--- config.mk ---
export PLATFORM = sky130hd
export DESIGN_NAME = alu_req_arbiter
export DESIGN_NICKNAME = d
export VERILOG_FILES = /design/src/rtl/alu_ctrl_pkg.sv /design/src/rtl/rr_arbiter.sv /design/src/rtl/alu_req_arbiter.sv
export SDC_FILE = /design/constraint.sdc
export NUM_CORES = 1
export LEC_CHECK = 0
export ABC_AREA = 1
export CORE_MARGIN = 5
export CORE_UTILIZATION = 46
export DETAILED_ROUTE_END_ITERATION = 8
export PLACE_DENSITY = 0.85
export SKIP_CTS_REPAIR_TIMING = 1
export SLEW_MARGIN = 20
export SYNTH_ARGS = -nofsm -noshare
export SYNTH_HDL_FRONTEND = slang
export SYNTH_SLANG_ARGS = --single-unit
--- constraint.sdc ---
create_clock -name clk -period 3.6 [get_ports clk]
set_input_delay 0.36 -clock clk [delete_from_list [all_inputs] [get_ports clk]]
set_output_delay 0.36 -clock clk [all_outputs]
set_load 0.005 [all_outputs]
--- src/rtl/alu_ctrl_pkg.sv ---
// Shared types, opcode/flag constants and decode helpers for the ALU request arbiter.
package alu_ctrl_pkg;

    typedef enum logic [1:0] {IDLE, ISSUE, RESPOND} state_t;

    localparam logic [3:0] OP_AND = 4'd0;
    localparam logic [3:0] OP_OR  = 4'd1;
    localparam logic [3:0] OP_XOR = 4'd2;
    localparam logic [3:0] OP_SHL = 4'd3;
    localparam logic [3:0] OP_SHR = 4'd4;
    localparam logic [3:0] OP_MOD = 4'd5;
    localparam logic [3:0] OP_ADD = 4'd6;
    localparam logic [3:0] OP_SUB = 4'd7;
    localparam logic [3:0] OP_MUL = 4'd8;
    localparam logic [3:0] OP_DIV = 4'd9;
    localparam logic [3:0] OP_CLR = 4'd15;

    localparam int F_C = 3;
    localparam int F_V = 2;
    localparam int F_N = 1;
    localparam int F_Z = 0;

    // Unassigned opcodes 10..14, or mod/div with a zero divisor.
    function automatic logic op_is_err(input logic [3:0] op, input logic b_zero);
        return ((op >= 4'd10) && (op <= 4'd14)) || (((op == OP_MOD) || (op == OP_DIV)) && b_zero);
    endfunction

    function automatic logic [3:0] flag_mask(input logic [3:0] op, input logic [3:0] f);
        logic [3:0] m;
        m      = '0;
        m[F_Z] = f[F_Z];
        m[F_C] = (op == OP_ADD) & f[F_C];
        m[F_N] = (op == OP_SUB) & f[F_N];
        m[F_V] = ((op == OP_ADD) || (op == OP_SUB)) & f[F_V];
        if (op == OP_CLR) m = '0;
        return m;
    endfunction

endpackage

--- src/rtl/rr_arbiter.sv ---
// Combinational round-robin picker: first set request at or above ptr, with wrap.
module rr_arbiter #(
    parameter int NUM_REQ = 2
) (
    input  logic [NUM_REQ-1:0]         req,
    input  logic [$clog2(NUM_REQ)-1:0] ptr,
    output logic [NUM_REQ-1:0]         grant,
    output logic [$clog2(NUM_REQ)-1:0] idx,
    output logic                       any
);
    localparam int IW = $clog2(NUM_REQ);

    always_comb begin
        grant = '0;
        idx   = '0;
        any   = 1'b0;
        for (int k = 0; k < NUM_REQ; k++) begin
            int j;
            j = int'(ptr) + k;
            if (j >= NUM_REQ) j = j - NUM_REQ;
            if (!any && req[j]) begin
                any      = 1'b1;
                grant[j] = 1'b1;
                idx      = IW'(j);
            end
        end
    end

endmodule

--- src/rtl/alu_req_arbiter.sv ---
// Round-robin sequencer sharing one combinational ALU among NUM_REQ requesters.
// Optional per-requester statistics counters are enabled by defining ALU_ARB_STATS_EN.
module alu_req_arbiter
    import alu_ctrl_pkg::*;
#(
    parameter int N       = 4,
    parameter int NUM_REQ = 2,
    parameter int ALU_LAT = 1
) (
    input  logic                       clk,
    input  logic                       rst_n,
    input  logic [NUM_REQ-1:0]         req_valid,
    output logic [NUM_REQ-1:0]         req_ready,
    input  logic [NUM_REQ*N-1:0]       req_a,
    input  logic [NUM_REQ*N-1:0]       req_b,
    input  logic [NUM_REQ*4-1:0]       req_op,
    output logic [N-1:0]               alu_a,
    output logic [N-1:0]               alu_b,
    output logic [3:0]                 alu_op,
    input  logic [N-1:0]               alu_y,
    input  logic [N-1:0]               alu_x,
    input  logic [N-1:0]               alu_z,
    input  logic [N-1:0]               alu_w,
    input  logic [3:0]                 alu_flags,
    output logic [NUM_REQ-1:0]         rsp_valid,
    input  logic [NUM_REQ-1:0]         rsp_ready,
    output logic [N-1:0]               rsp_y,
    output logic [N-1:0]               rsp_x,
    output logic [N-1:0]               rsp_z,
    output logic [N-1:0]               rsp_w,
    output logic [3:0]                 rsp_flags,
    output logic                       rsp_err,
    output logic                       busy,
    output logic [$clog2(NUM_REQ)-1:0] grant_id
`ifdef ALU_ARB_STATS_EN
    ,
    output logic [NUM_REQ*16-1:0]      op_count,
    output logic [7:0]                 err_count
`endif
);
    localparam int IW = $clog2(NUM_REQ);
    localparam int CW = (ALU_LAT > 1) ? $clog2(ALU_LAT) : 1;
    localparam logic [NUM_REQ-1:0] ONE_HOT0 = NUM_REQ'(1);

    state_t         state;
    logic [CW-1:0]  cnt;
    logic [IW-1:0]  rr_ptr;

    logic [NUM_REQ-1:0] gnt;
    logic [IW-1:0]      gidx;
    logic               gany;
    logic [N-1:0]       sel_a, sel_b;
    logic [3:0]         sel_op;
    logic               accept, hs;
    logic [IW-1:0]      next_ptr;

    rr_arbiter #(.NUM_REQ(NUM_REQ)) u_arb (
        .req   (req_valid),
        .ptr   (rr_ptr),
        .grant (gnt),
        .idx   (gidx),
        .any   (gany)
    );

    assign sel_a    = req_a[int'(gidx)*N +: N];
    assign sel_b    = req_b[int'(gidx)*N +: N];
    assign sel_op   = req_op[int'(gidx)*4 +: 4];
    assign accept   = (state == IDLE) && gany;
    // Held low while reset is asserted so no accept pulse escapes during reset.
    assign req_ready = ((state == IDLE) && rst_n) ? gnt : '0;
    assign hs       = |(rsp_valid & rsp_ready);
    assign busy     = (state != IDLE);
    assign next_ptr = (grant_id == IW'(NUM_REQ - 1)) ? '0 : grant_id + 1'b1;

    always_ff @(posedge clk or negedge rst_n) begin
        if (!rst_n) begin
            state     <= IDLE;
            cnt       <= '0;
            rr_ptr    <= '0;
            grant_id  <= '0;
            alu_a     <= '0;
            alu_b     <= '0;
            alu_op    <= '0;
            rsp_valid <= '0;
            rsp_y     <= '0;
            rsp_x     <= '0;
            rsp_z     <= '0;
            rsp_w     <= '0;
            rsp_flags <= '0;
            rsp_err   <= 1'b0;
        end else begin
            case (state)
                IDLE: begin
                    if (accept) begin
                        grant_id <= gidx;
                        if (op_is_err(sel_op, sel_b == '0)) begin
                            // Rejected without touching the ALU inputs.
                            state     <= RESPOND;
                            rsp_valid <= gnt;
                            rsp_err   <= 1'b1;
                            rsp_y     <= '0;
                            rsp_x     <= '0;
                            rsp_z     <= '0;
                            rsp_w     <= '0;
                            rsp_flags <= '0;
                        end else begin
                            state  <= ISSUE;
                            cnt    <= CW'(ALU_LAT - 1);
                            alu_a  <= sel_a;
                            alu_b  <= sel_b;
                            alu_op <= sel_op;
                        end
                    end
                end
                ISSUE: begin
                    if (cnt == '0) begin
                        state     <= RESPOND;
                        rsp_valid <= ONE_HOT0 << grant_id;
                        rsp_err   <= 1'b0;
                        rsp_flags <= flag_mask(alu_op, alu_flags);
                        if (alu_op == OP_CLR) begin
                            rsp_y <= '0;
                            rsp_x <= '0;
                            rsp_z <= '0;
                            rsp_w <= '0;
                        end else begin
                            rsp_y <= alu_y;
                            rsp_x <= alu_x;
                            rsp_z <= alu_z;
                            rsp_w <= alu_w;
                        end
                    end else begin
                        cnt <= cnt - 1'b1;
                    end
                end
                RESPOND: begin
                    if (hs) begin
                        rsp_valid <= '0;
                        rr_ptr    <= next_ptr;
                        state     <= IDLE;
                    end
                end
                default: state <= IDLE;
            endcase
        end
    end

`ifdef ALU_ARB_STATS_EN
    always_ff @(posedge clk or negedge rst_n) begin
        if (!rst_n) begin
            op_count  <= '0;
            err_count <= '0;
        end else if (hs) begin
            for (int i = 0; i < NUM_REQ; i++) begin
                if ((int'(grant_id) == i) && (op_count[i*16 +: 16] != 16'hFFFF)) begin
                    op_count[i*16 +: 16] <= op_count[i*16 +: 16] + 16'd1;
                end
            end
            if (rsp_err && (err_count != 8'hFF)) err_count <= err_count + 8'd1;
        end
    end
`endif

endmodule

==> flow_metrics.env <==
export IMPL_outcome="complete, no violations"
export IMPL_place_congestion=0.819
export IMPL_initial_core_util_pct=48.3
export IMPL_antennaDiodeCount=0
export IMPL_drt_first_iter_violations=91
export IMPL_clock_sink_count=39
export IMPL_netlist_area_leader_share_pct=45.8
export IMPL_final_hold_viols=0
export IMPL_timing_final_setup_violations=0
export IMPL_floorplan_die_width_um=78.1
export IMPL_cts_max_path_buffers=2
export IMPL_p_seq_share_pct=33.1
export IMPL_worstSkewPairLatency_ps=290
export IMPL_layout_common_cells="nand2_1, clkdlybuf4s50_1, nand3_1, dfrtp_1, inv_1"
export IMPL_cts_clk_slew_worst_paths_ps=80
export IMPL_post_synth_main_area_contributors="dfrtp_1, nand2_1, nand3_1"
export IMPL_floorplan_die_height_um=78.1
export IMPL_postPlaceCellArea_mm2=0.00301
export IMPL_fmax_mhz=387
export IMPL_setup_slack_ps=1020
export IMPL_seq_area_frac_synth_pct=45.8
export IMPL_cell_internal_pwr_mw=1.49
export IMPL_power_per_cell_area_mw_per_mm2=745
export IMPL_die_area_mm2=0.00610
export IMPL_syn_mean_instance_area_um2=7.61
export IMPL_period_needed_ps=2580
export IMPL_route_detailed_wl_per_inst_um=12.8
export IMPL_area_delta_synth_final_pct=47.2
export IMPL_antenna_violations_before_repair=0
export IMPL_grt_max_degree=40
export IMPL_buffer_ports_inserted=88
export IMPL_crit_path_start_kind="input port"
export IMPL_worstPathArrival_ps=2810
export IMPL_cts_root_buffer="clkbuf_8"
export IMPL_crit_path_max_incr_delay_ps=710
export IMPL_mappedNetlistNets=334
export IMPL_placement_rows=24
export IMPL_nets=419
export IMPL_post_layout_total_power_mw=2.34
export IMPL_fp_coreArea_mm2=0.00441
export IMPL_finalCoreUtilization_pct=71.1
export IMPL_htree_num_levels=2
export IMPL_maxcap_viol_count=0
export IMPL_p_switching_uw=849
export IMPL_remaining_drc_errors=0
export IMPL_worst_ir_drop_vdd_mv=0.455
export IMPL_crit_type="input port to register"
export IMPL_worst_slew_margin_rel_pct=54.3
export IMPL_detailedPlacementHpwl_mm=4.20
export IMPL_slew_viol_final=0
export IMPL_period_share_pct=71.8
export IMPL_skew_ps=6.81
export IMPL_final_antenna_net_count=0
export IMPL_globalRoute_totalOverflow=0
export IMPL_power_share_switching_pct=36.3
export IMPL_final_setup_tns_ps=0
export IMPL_timing_hold_worst_class="input port to async pin"
export IMPL_p_leak_nw=1.60
export IMPL_io_pins=89
export IMPL_routed_wl_mm=5.37
export IMPL_tritoncts="done"
export IMPL_global_route_usage_total_pct=18.3
export IMPL_worstSetupStartpoint="req_valid[1]"
export IMPL_critical_path_buf_inv_count=1
export IMPL_critPathMaxFanout=22
export IMPL_yosys_warnings=0
export IMPL_placement_setup_worst_slack_ps=725
export IMPL_critPathRequiredTime_ps=3830
export IMPL_combinationalPowerShare_pct=48.7
export IMPL_worst_slew_pin_slew_ps=684
export IMPL_crit_top_cell="nand2_1"
export IMPL_first_pass_grt_wire_length_mm=9.23
export IMPL_post_synth_design_cell_area_mm2=0.00213
export IMPL_yosys_register_bits=39
export IMPL_detailroute_via_count=2057
export IMPL_synth_distinct_cells=29
export IMPL_drt_first_pass_iters=4
export IMPL_first_global_vias=2005
export IMPL_timing_critical_path_cells="clkdlybuf4s50_1 -> nand2_4 -> o21ai_1 -> nand2_1 -> o21ai_4 -> nand3_2 -> nand2_2 -> nand2_1 -> nand2_1"
export IMPL_worst_r2r_startpoint="rr_ptr"
export IMPL_power_clock_fraction_pct=18.2
export IMPL_synth_cells=280
export IMPL_commonest_non_fill_non_tap_cell_in_the_layout="nand2_1"
export IMPL_post_synth_top_area_cell="dfrtp_1"
export IMPL_cts_buffers=5
export IMPL_final_layout_size_suffix_gt1_share_pct=5.74
export IMPL_design_area_mm2=0.00314
export IMPL_post_drt_via_cell_ratio=4.92
export IMPL_path_delay_family="simple AND/OR/NAND/NOR gates"
export IMPL_critPathCaptureType="register"
export IMPL_rsz_0062_raised_after_global_routing="no"
export IMPL_critPathSlowestCell="clkdlybuf4s50_1"
power groups by stage:
| stage | clock, mW | combinational [mW] | sequential, mW |
|---|---|---|---|
| 2_1_floorplan | 0 | 0.606 | 0.776 |
| 3_3_place_gp | 0 | 1.12 | 0.771 |
| 3_5_place_dp | 0 | 1.15 | 0.781 |
| 4_1_cts | 0.433 | 1.15 | 0.775 |
| 5_1_grt | 0.456 | 1.28 | 0.803 |
| 6_report | 0.426 | 1.14 | 0.774 |
per-layer routing:
metal  track usage [%]  share of wire (%)  vias up
li1                  -                  -     1055
met1              24.7                 45      915
met2              28.9                 45       83
met3              6.06                9.1        4
met4              3.72                1.0        0
met5                 0                  0        -
metrics by stage:
stage,std cells,hold WS [ps]
2_1_floorplan,280,64.4
3_5_place_dp,410,484
4_1_cts,418,178
5_1_grt,418,205
6_report,418,174
3_3_place_gp,410,472
cells in the mapped netlist (all sizes together):
cell type  count
nand3         41
a22o           1
a31oi          1
clkinv         1
dfrtp         39
nor3b          1
mux2i          4
ha             4
o211a          1
o21ai         16
buf            8
a21oi          1
nand3b         2
nand2         94
a22oi          1
clkbuf         3
inv           33
nor3           1
nor2          28
layout make-up:
class	instances	area [um^2]
Multi-Input combinational cell	196	953
Timing Repair Buffer	89	883
Clock inverter	2	60.1
Fill cell	359	1280
Sequential cell	39	976
Inverter	34	128
Clock buffer	6	72.6
Tap cell	52	65.1
logic make-up (layout without fill, tap and decap cells):
logic type                 count (synthesis)  count (layout)  synth area share [%]
adders and majority gates                  4               4                  2.35
buffers and inverters                     45             131                  9.51
DFF                                       39              39                  45.8
AOI/OAI and AO/OA                         21              21                  6.22
muxes                                      4               4                  1.88
and+or+nand+nor                          167             167                  34.3
worst paths after layout:
path	end	cells past startpoint	slack [ps]
setup / recovery	rsp_flags[0]	9	1020
hold / removal	alu_op[2]	2	170
setup reg to reg	rsp_flags[0]	11	1240
hold reg to reg	alu_a[2]	2	500
max in group asynchronous	alu_a[1]	2	3090
min in group clk	alu_a[2]	2	500
worst register-to-register path, cell delays in order, from the launching register on:
cell and delay (ps):
dfrtp_1 420, inv_2 90, nand2_4 90, nand2_4 170
nand2_1 70, o21ai_1 90, nand2_1 110, o21ai_4 210
nand3_2 380, nand2_2 480, nand2_1 100, nand2_1 80
sequential cells by signal, summed over array words and instances, names as in the netlist, 4 cells and up:
| signal | count |
|---|---|
| alu_a | 4 |
| alu_b | 4 |
| alu_op | 4 |
| rsp_flags | 4 |
| rsp_w | 4 |
| rsp_x | 4 |
| rsp_y | 4 |
| rsp_z | 4 |
Power figures use the tool's default switching activity.
